--- config.mk ---
export PLATFORM = sky130hd
export DESIGN_NAME = alu_issue
export DESIGN_NICKNAME = d
export VERILOG_FILES = /design/src/rtl/alu_issue.sv
export SDC_FILE = /design/constraint.sdc
export NUM_CORES = 1
export LEC_CHECK = 0
export CORE_MARGIN = 10
export CORE_UTILIZATION = 60
export DETAILED_ROUTE_END_ITERATION = 6
export MAX_ROUTING_LAYER = met4
export PLACE_DENSITY = 0.89
export SYNTH_ARGS = -nofsm -noshare
export SYNTH_HDL_FRONTEND = slang
export SYNTH_SLANG_ARGS = --single-unit
--- constraint.sdc ---
create_clock -name clk -period 3.8 [get_ports clk]
set_clock_uncertainty 0.2 [all_clocks]
set_input_delay 0.38 -clock clk [delete_from_list [all_inputs] [get_ports clk]]
set_output_delay 0.38 -clock clk [all_outputs]
set_load 0.01 [all_outputs]
--- src/rtl/alu_issue.sv ---
// Single-slot ALU issue stage: operand fetch with result forwarding, external ALU drive,
// one-cycle writeback into a flop-based register file, and a retired-writeback counter.
module alu_issue #(
  parameter int N  = 16,
  parameter int R  = 16,
  parameter int AW = 4,
  parameter int C  = 6,
  parameter int S  = 5
) (
  input  logic          clk,
  input  logic          rst_n,
  input  logic          in_valid,
  output logic          in_ready,
  input  logic [C-1:0]  in_opcode,
  input  logic [AW-1:0] in_dst,
  input  logic [AW-1:0] in_srca,
  input  logic [AW-1:0] in_srcb,
  input  logic [S-1:0]  in_shift,
  input  logic [N-1:0]  in_imm,
  input  logic          stall,
  input  logic          ld_en,
  input  logic [AW-1:0] ld_addr,
  input  logic [N-1:0]  ld_data,
  output logic [C-1:0]  alu_opcode,
  output logic [N-1:0]  alu_a,
  output logic [N-1:0]  alu_b,
  output logic [S-1:0]  alu_shift,
  input  logic [N-1:0]  alu_y,
  output logic          wb_valid,
  output logic [AW-1:0] wb_addr,
  output logic [N-1:0]  wb_data,
  output logic [15:0]   retire_cnt
);

  logic [N-1:0]  rf_q [R];
  logic          valid_reg;
  logic [C-1:0]  opcode_reg;
  logic [AW-1:0] dst_reg;
  logic [N-1:0]  a_reg, b_reg;
  logic [S-1:0]  shift_reg;
  logic [15:0]   cnt_reg;

  logic          imm_op, fwd_ok;
  logic [N-1:0]  a_next, b_next;

  // Register file entries; writeback takes priority over the external load port.
  genvar gi;
  generate
    for (gi = 0; gi < R; gi++) begin : g_rf
      logic [N-1:0] entry_reg;
      always_ff @(posedge clk or negedge rst_n) begin
        if (!rst_n) begin
          entry_reg <= '0;
        end else if (wb_valid && (wb_addr == AW'(gi))) begin
          entry_reg <= alu_y;
        end else if (ld_en && (ld_addr == AW'(gi))) begin
          entry_reg <= ld_data;
        end
      end
      assign rf_q[gi] = entry_reg;
    end
  endgenerate

  assign in_ready = !stall;
  assign imm_op   = in_opcode inside {C'(2), C'(4), C'(6), C'(8), C'(10),
                                      C'(12), C'(16), C'(18), C'(20)};
  // The instruction in the issue slot writes back on the same edge, so take its result.
  assign fwd_ok   = valid_reg && (opcode_reg != '0);

  always_comb begin
    a_next = rf_q[in_srca];
    b_next = rf_q[in_srcb];
    if (fwd_ok && (dst_reg == in_srca)) a_next = alu_y;
    if (fwd_ok && (dst_reg == in_srcb)) b_next = alu_y;
    if (imm_op) a_next = in_imm;
  end

  always_ff @(posedge clk or negedge rst_n) begin
    if (!rst_n) begin
      valid_reg  <= 1'b0;
      opcode_reg <= '0;
      dst_reg    <= '0;
      a_reg      <= '0;
      b_reg      <= '0;
      shift_reg  <= '0;
    end else if (!stall) begin
      valid_reg <= in_valid;
      if (in_valid) begin
        opcode_reg <= in_opcode;
        dst_reg    <= in_dst;
        a_reg      <= a_next;
        b_reg      <= b_next;
        shift_reg  <= in_shift;
      end
    end
  end

  always_ff @(posedge clk or negedge rst_n) begin
    if (!rst_n) begin
      cnt_reg <= '0;
    end else if (wb_valid) begin
      cnt_reg <= cnt_reg + 16'd1;
    end
  end

  assign alu_opcode = valid_reg ? opcode_reg : '0;
  assign alu_a      = valid_reg ? a_reg      : '0;
  assign alu_b      = valid_reg ? b_reg      : '0;
  assign alu_shift  = valid_reg ? shift_reg  : '0;

  assign wb_valid   = valid_reg && !stall && (opcode_reg != '0);
  assign wb_addr    = dst_reg;
  assign wb_data    = alu_y;
  assign retire_cnt = cnt_reg;

endmodule
**Word level (Yosys, flattened, before mapping)**

Index checks and enable logic that the tools add are counted.

- Bitwise operators: 3
- Add/sub/neg operators: 1
- Equal/unequal tests: 41
- Reductions and logical operators: 59
- Muxes and demuxes: 45
- Magnitude comparators: 2

Operator list:

| cell | count |
|---|---|
| 2-to-1 mux 16 bit | 41 |
| binary-select mux 16 bit (select 4 bit) | 2 |
| equality test 4 bit, second input constant | 16 |
| logical AND 1 bit | 37 |
| equality test 4 x 3 -> 1 bit, second input constant | 8 |
| nonzero test 2 bit | 16 |
| equality test 6 x 4 -> 1 bit, second input constant | 3 |
| equality test 6 x 5 -> 1 bit, second input constant | 3 |
| adder 16 x 1 -> 16 bit, second input constant | 1 |
| equality test 4 x 2 -> 1 bit, second input constant | 4 |
| equality test 6 x 3 -> 1 bit, second input constant | 2 |
| greater-or-equal comparator 5 bit, second input constant | 2 |
| NOT 4 -> 5 bit | 2 |
| nonzero test 9 bit | 1 |
| equality test 4 x 1 -> 1 bit, second input constant | 2 |
| equality test 4 bit | 2 |
| logical NOT 4 bit | 2 |
| equality test 6 x 2 -> 1 bit, second input constant | 1 |
| 2-to-1 mux 6 bit | 1 |
| nonzero test 6 bit | 1 |
| 2-to-1 mux 5 bit | 1 |
| AND reduction 2 bit | 1 |
| logical NOT 1 bit | 1 |
| NOT 1 bit | 1 |

- Register bits: 320
- Logic and storage cells: 174
- Output and inout bits: 81
- Input port bits: 80

**Depth between registers and ports, before layout**

Gate-level depths: netlist of the first run.

- Word-level depth: 6
- Gate-level depth with buffers: 7
- Mapped depth without buffers: 5

**Worst setup path after synthesis of the first run**

No wires, ideal clock.

- Path kind: input to register
- From: input in_srcb[0]
- To: register b_reg[14]
- Stages: 6
- Setup time: 126 ps
- Required time: 3,474 ps
- Data arrival time: 1,940 ps
- Path buffers: 2
- Setup slack: 1,534 ps
- Cell sequence: buf_2 > buf_2 > mux4_2 > a22oi_1 > nand2_1 > a221o_1

- Word-level cells in the longest chain between the ends: 5
- Elaborated cells between the ends (all ways): 7
- Classes of those cells: 1 x eq/ne; 4 x mux; 1 x bitwise; 1 x reduce/logical

Ends and longest elaborated chain:

| what | RTL line | text |
|---|---|---|
| start, declared | 17 | `input logic [AW-1:0] in_srcb,` |
| NOT 4 -> 5 bit (implied by the code) | 72 | `b_next = rf_q[in_srcb];` |
| binary-select mux 16 bit (select 4 bit) | 72 |  |
| 2-to-1 mux 16 bit (implied by the code) (2 in series) | 72 |  |
| 2-to-1 mux 16 bit (*) | 74 | `if (fwd_ok && (dst_reg == in_srcb)) b_next = alu_y;` |
| end signal, assigned | 92 | `b_reg <= b_next;` |
| end, declared | 39 | `logic [N-1:0] a_reg, b_reg;` |

Mark *: on every way between the ends. The rest lies on a longest branch, timed or not. The select of a mux whose other input is x is not followed.
A chain may end at the register's enable or synchronous reset.

**Final worst setup path of the first run**

- From: register opcode_reg[5]
- To: output wb_valid

- Word-level cells in the longest chain between the ends: 2

Ends and longest elaborated chain:

| what | RTL line | text |
|---|---|---|
| start, declared | 37 | `logic [C-1:0] opcode_reg;` |
| start signal, assigned | 89 | `opcode_reg <= in_opcode;` |
| nonzero test 6 bit | 111 | `assign wb_valid = valid_reg && !stall && (opcode_reg != '0);` |
| logical AND 1 bit | 111 |  |
| end, declared | 29 | `output logic wb_valid,` |

No other way between the ends.

==> out/results.tsv, run 1 <==
stage	metric	value	unit
grt	initial antenna violation count	2	
sta	final slew viol count	0	
place	GPL Wtd Cong	0.874	
sta	RSZ-0062 raised after global routing	false	
yosys	synth cell count leaders	nand2_1, dfrtp_1, mux2i_1, o21ai_0, mux4_2	
drt	vias per inst	7.07	
power	Pwr Density	566	mW/mm²
yosys	Synth Area in Simple Gates	0.115	
yosys	Post-Syn Area	0.0192	mm²
worst_hold_path	hold-critical path depth	3	
cts	root buffer cell	clkbuf_16	
cts	Num CTS Buffers	35	
cts	Worst-Skew Late Latency	0.54	ns
critical_path	Critical Path Source Type	register	
yosys	Synth area leader	dfrtp_1	
job	MaxCap Viol Count	0	
critical_path	CP Class	register to output port	
power	static leakage	9.08	nW
floorplanning	Std-Cell Rows	65	
cts	CTS tree	yes	
grt	grt ovf	0	
sta	worst relative slew slack	0.262	
critical_path	CP Capture Type	output port	
yosys	Synth Area in XOR/XNOR	0.0105	
yosys	Most used DFF post-synth	dfrtp_1	
yosys	syn avg cell area	10.5	µm²
drt	Pre-Repair DR Iteration Count	6	
drt	routed length per instance	26.4	µm
grt	vias in the first global route	16600	
grt	first-pass GRT wire length	94300	µm
yosys	Yosys warnings	0	
yosys	FFs w/ async S/R, synth	1.00	
yosys	Synth Register Bits	320	
yosys	Yosys top cell area share	0.417	
drt	remaining antenna violation count after routing	0	
critical_path	highest net fanout along the worst path	6	
yosys	largest family of logic cells by synthesized area	multiplexers	
yosys	count leader, synth	nand2_1	
critical_path	data required time at the worst endpoint	3.22	ns
drt	Routed WL	61200	µm
yosys	unique cell type count in the Yosys netlist	47	
layout	Layout Nets	1965	
yosys	post-synthesis compound-gate area fraction	0.126	
power	maximum vdd drop	0.000357	V
place	Inst Count DP	2248	
worst_hold_path	Min-Delay Path Class	input pin to register	
sta	Setup TNS	0	ns
yosys	Seq/Total Area, Yosys	0.417	
critical_path	worst reg-to-reg path cell count	5	
critical_path	Worst EP arrival	2.44	ns
sta	Final Hold Fails	0	
floorplanning	chip width	199	µm
layout	non-filler instance count after layout	2315	
cts	Sink Count	320	
place	post-DP HPWL	37300	µm
yosys	synthesized instance count	1828	
yosys	Post-Synth Adder-Cell Area	0.000652	
floorplanning	Core ar.	0.0316	mm²
yosys	top cells by area, synth	dfrtp_1, mux4_2, mux2i_1	
outcome	status	finished clean	
cts	clk slew on worst S/H paths	0.06	ns
sta	Worst Max-Slew Pin Slew	1.11	ns
cts	post-CTS sizing	0	
floorplanning	initial core utilization	0.608	
drt	drc violations	0	
layout	Largest register FFs	256	
grt	total track usage	0.315	
floorplanning	Die Y	199	µm
yosys	mux cell area share after synthesis	0.284	
drt	Vias	16400	
layout	Area Overhead vs Synth	16.7	%
layout	share of cells above drive strength 1	0.151	
drt	Iter 0 DRT Violations	2212	
grt	largest net degree at the start of global routing	109	
yosys	EDFF count, synth	0	
cts	H-Tree Depth	2	
sta	crit share post-route	0.794	
sta	FMAX	331	MHz
yosys	Post-Syn Nets	1909	
sta	Setup-failing EPs final	0	
floorplanning	Die Area	0.0395	mm²
sta	Final min period	3.02	ns
place	IO buf count	160	
floorplanning	Top Ports	161	
cts	CTS max path bufs	3	
[layout make-up]
cell class                 instances  area (µm²)
antenna                            2        5.00
clock buffer                      50        1040
clock inverter                    14         169
fill                            1927        9160
inverter                           1        3.75
multi-input combinational       1302       10500
sequential                       320        8010
tap                              402         503
timing repair buffer             224        2170
[through the flow]
stage	setup WS [ns]	power (W)	util	cell area (µm²)	hold slack [ns]
4_1_cts	0.808	0.0126	0.709	22400	0.179
6_report	0.783	0.0127	0.710	22400	0.177
5_1_grt	0.690	0.0132	0.710	22400	0.203
3_3_place_gp	0.821	0.00855	0.671	21200	0.249
3_5_place_dp	0.741	0.00889	0.671	21200	0.258
2_1_floorplan	1.53	0.00761	-	19200	-0.116
[logic make-up after synthesis]
| kind of cell | count (synthesis) |
|---|---|
| AO/OA/AOI/OAI | 394 |
| XOR/XNOR | 23 |
| adder cells (fa/ha/maj) | 1 |
| buffers and inverters | 206 |
| flip-flops | 320 |
| multiplexers | 385 |
| AND/OR/NAND/NOR | 499 |
[path summary, 6_finish.rpt]
kind / start / endpoint / slack (ns)
max in group asynchronous: rst_n / shift_reg[4] / 2.15
min in group asynchronous: rst_n / g_rf[6].entry_reg[7] / 0.30
worst min register to register: shift_reg[1] / shift_reg[1] / 0.27
worst max register to register: opcode_reg[5] / g_rf[10].entry_reg[8] / 1.13
worst max-delay path: opcode_reg[5] / wb_valid / 0.78
worst min-delay path: in_dst[3] / wb_addr[3] / 0.18
[report_power, final]
part / switching (W) / internal [W]
combinational: 0.00170 / 0.00192
sequential: 0.000914 / 0.00453
clock: 0.00147 / 0.00213
[cells in the final DEF, fill, tap and decap left out, types with 3 or more instances in the layout]
master,synthesis,layout
bufinv_16,0,3
o21ai_0,136,136
nor2_2,6,9
a211oi_4,0,16
buf_4,16,57
xnor2_1,14,14
mux4_2,128,128
dfrtp_1,320,320
nor2b_1,6,4
nand2_1,343,343
clkinv_2,0,6
nand3_1,4,4
o221a_1,16,16
clkbuf_16,0,36
nor2_1,40,36
a21oi_1,18,18
buf_12,0,8
mux2i_1,256,256
nand2b_1,9,8
and2_1,61,61
nand4_1,7,7
clkdlybuf4s50_1,0,155
o21ai_1,120,120
a22oi_1,64,64
a221o_1,16,16
clkbuf_1,123,5
xor2_1,9,9
and3_1,6,6
clkbuf_8,0,9
[timing repair]
| item | 4_1_cts | 5_1_grt |
|---|---|---|
| buffers inserted | 0 | 0 |
| hold buffers | 1 | 0 |
| endpoints found under the hold margin | 104 | 0 |
[layer usage]
layer	routed length (µm)	global-route usage	share of wire
met5	0	-	0
met4	3280	0.165	0.054
met3	8720	0.0879	0.14
met2	28400	0.484	0.46
met1	20800	0.372	0.34
[worst max-delay path, cell delays in order, from the launching register on]
cell             delay, ns
dfrtp_1               0.40
nor4_2                0.62
a21oi_1               0.32
clkdlybuf4s50_1       0.56
(Power assumes the default switching activity.)
==> run 2: changes to the inputs <==
- CORE_UTILIZATION: 60 -> 53
- PLACE_DENSITY: 0.89 -> 0.84
- clock period: 3.8 -> 2.6 ns (I/O delays scaled with it)
==> out/results.tsv, run 2 (synthesis results as in run 1) <==
stage	metric	value	unit	change
layout	most frequent cells in the layout	nand2_1, dfrtp_1, mux2i_1		unchanged
worst_hold_path	Min-Delay Path Class	input pin to async pin		was input pin to register
floorplanning	initial core utilization	0.538		was 0.608
drt	Iter 0 DRT Violations	2236		was 2,212
critical_path	CP Cell Sequence	nor4_2, buf_4, a21oi_1, clkdlybuf4s50_1		was nor4_2, a21oi_1, clkdlybuf4s50_1
critical_path	data required time at the worst endpoint	2.14	ns	was 3.22 ns
place	IO buf count	160		unchanged
sta	Worst Max-Slew Pin Slew	1.17	ns	was 1.11 ns
power	Pwr Density	799	mW/mm²	was 566 mW/mm²
power	Sw Share	0.313		was 0.322
grt	largest net degree at the start of global routing	70		was 109
floorplanning	Die Area	0.0442	mm²	was 0.0395 mm²
grt	total track usage	0.278		was 0.315
critical_path	worst reg2reg startpoint	wb_addr[3]		was opcode_reg[5]
layout	Area Overhead vs Synth	20.6	%	was 16.7%
floorplanning	Core ar.	0.0357	mm²	was 0.0316 mm²
sta	RSZ-0062 raised after global routing	false		unchanged
layout	share of cells above drive strength 1	0.165		was 0.151
floorplanning	Top Ports	161		unchanged
critical_path	FF-to-FF End	g_rf[1].entry_reg[9]		was g_rf[10].entry_reg[8]
sta	Setup TNS	0	ns	unchanged
grt	vias in the first global route	16700		was 16.6k
sta	worst relative slew slack	0.220		was 0.262
power	static leakage	9.35	nW	was 9.08 nW
critical_path	CP Class	register to output port		unchanged
critical_path	CP max stage delay	0.51	ns	was 0.62 ns
outcome	status	finished clean		unchanged
place	post-DP HPWL	39600	µm	was 37,300 µm
sta	FMAX	395	MHz	
power	maximum vdd drop	0.000436	V	was 0.000357 V
cts	Worst-Skew Late Latency	0.53	ns	was 0.54 ns
place	pre-CTS setup slack	-0.0110	ns	was 0.741 ns
sta	final slew viol count	0		unchanged
floorplanning	chip width	210	µm	was 199 µm
drt	routed length per instance	25.0	µm	was 26.4 µm
critical_path	Worst EP arrival	2.07	ns	was 2.44 ns
critical_path	R2R setup slack	0.32	ns	was 1.13 ns
floorplanning	Die Y	210	µm	was 199 µm
power	combinational share of power	0.286		about the same
power	Clock power frac	0.284		about the same
critical_path	worst reg-to-reg path cell count	5		unchanged
sta	Final min period	2.53	ns	
layout	Layout Nets	2000		was 1,965
power	Internal	0.0127	W	was 0.00858 W
power	P_sw	0.00580	W	was 0.00408 W
sta	setup ws final	0.0673	ns	was 0.783 ns
layout	commonest non-fill, non-tap cell in the layout	nand2_1		unchanged
place	GPL Wtd Cong	0.947		was 0.874
sta	Final Hold Fails	0		unchanged
cts	clk slew on worst S/H paths	0.06	ns	about the same
cts	Num CTS Buffers	34		was 35
layout	Largest register FFs	256		unchanged
critical_path	highest net fanout along the worst path	5		was 6
cts	Sink Count	320		unchanged
cts	CTS max path bufs	3		unchanged
drt	Pre-Repair DR Iteration Count	6		unchanged
layout	non-filler instance count after layout	2410		was 2,315
critical_path	CP Capture Type	output port		unchanged
drt	remaining antenna violation count after routing	0		unchanged
sta	Setup-failing EPs final	0		unchanged
drt	vias per inst	6.62		was 7.07
critical_path	family with the most delay on the worst path	buffers and inverters		was simple AND/OR/NAND/NOR gates
drt	Vias	16000		was 16.4k
drt	Routed WL	60200	µm	was 61,200 µm
cts	H-Tree Depth	2		unchanged
cts	root buffer cell	clkbuf_16		unchanged
drt	drc violations	0		unchanged
critical_path	Critical Path Source Type	register		unchanged
power	sequential share of power	0.429		was 0.430
grt	initial antenna violation count	7		was 2
grt	first-pass GRT wire length	95300	µm	was 94,300 µm
sta	crit share post-route	0.974		
cts	CTS tree	yes		unchanged
place	Inst Count DP	2343		was 2,248
critical_path	Crit-path slowest cell	clkdlybuf4s50_1		was nor4_2
critical_path	CP bufs+invs	2		was 1
job	MaxCap Viol Count	0		unchanged
layout	filler instances	2479		was 1,927
grt	grt ovf	0		unchanged
floorplanning	Std-Cell Rows	69		was 65
run 2: worst reg2reg max path: cells and delay by family (launching register included):
kind / cells / cell delay, ns
AND/OR/NAND/NOR: 2 / 0.87
flip-flops: 1 / 0.51
AO/OA/AOI/OAI: 2 / 0.40
buffers and inverters: 1 / 0.23
run 2: power groups by stage:
| stage | clock network [W] | logic [W] | registers [W] |
|---|---|---|---|
| global route | 0.00547 | 0.00574 | 0.00814 |
| CTS | 0.00526 | 0.00523 | 0.00789 |
| global placement | 0 | 0.00490 | 0.00773 |
| floorplan | 0 | 0.00364 | 0.00749 |
| finish | 0.00526 | 0.00529 | 0.00794 |
| detailed placement | 0 | 0.00516 | 0.00792 |
run 2: what timing repair did:
item / in CTS / in global routing
endpoints found under the hold margin: 262 / 0
resized for setup: 2 / 0
setup buffers: 0 / 0
hold buffers: 1 / 0
endpoints found under the setup margin: 40 / 0
run 2: worst max-delay path by stage:
stage	start	end	slack, ns	cells past startpoint
CTS	opcode_reg[5]	wb_valid	0.08	4
detailed placement	stall	g_rf[1].entry_reg[9]	-0.01	6
finish	opcode_reg[5]	wb_valid	0.07	4
global placement	stall	g_rf[1].entry_reg[9]	0.06	5
global route	opcode_reg[5]	wb_valid	0.03	4
floorplan	wb_addr[0]	a_reg[10]	0.45	7
run 2: through the flow:
step	total power (W)	hold WS, ns	area, µm²	utilization
after floorplan	0.0111	-0.236	19200	-
after global placement	0.0126	0.00133	21900	0.614
after detailed placement	0.0131	0.00566	21900	0.614
after CTS	0.0184	0.0646	23100	0.648
after global routing	0.0194	0.0770	23100	0.649
final	0.0185	0.0424	23100	0.649
run 2: final cells by class:
class | count | area (µm²) | area share
multi-input combinational | 1302 | 10500 | 0.453
inverter | 1 | 3.75 | 0.000162
clock inverter | 11 | 193 | 0.00833
timing repair buffer | 260 | 2850 | 0.123
clock buffer | 48 | 1000 | 0.0434
tap | 461 | 577 | 0.0249
antenna | 7 | 17.5 | 0.000757
sequential | 320 | 8010 | 0.346
run 2: metal layers:
layer | up-vias | part of all wire | track usage
met5 | - | 0 | -
met2 | 1082 | 0.48 | 0.437
met1 | 7838 | 0.35 | 0.327
met4 | 0 | 0.044 | 0.137
met3 | 252 | 0.13 | 0.0758
li1 | 6779 | - | -
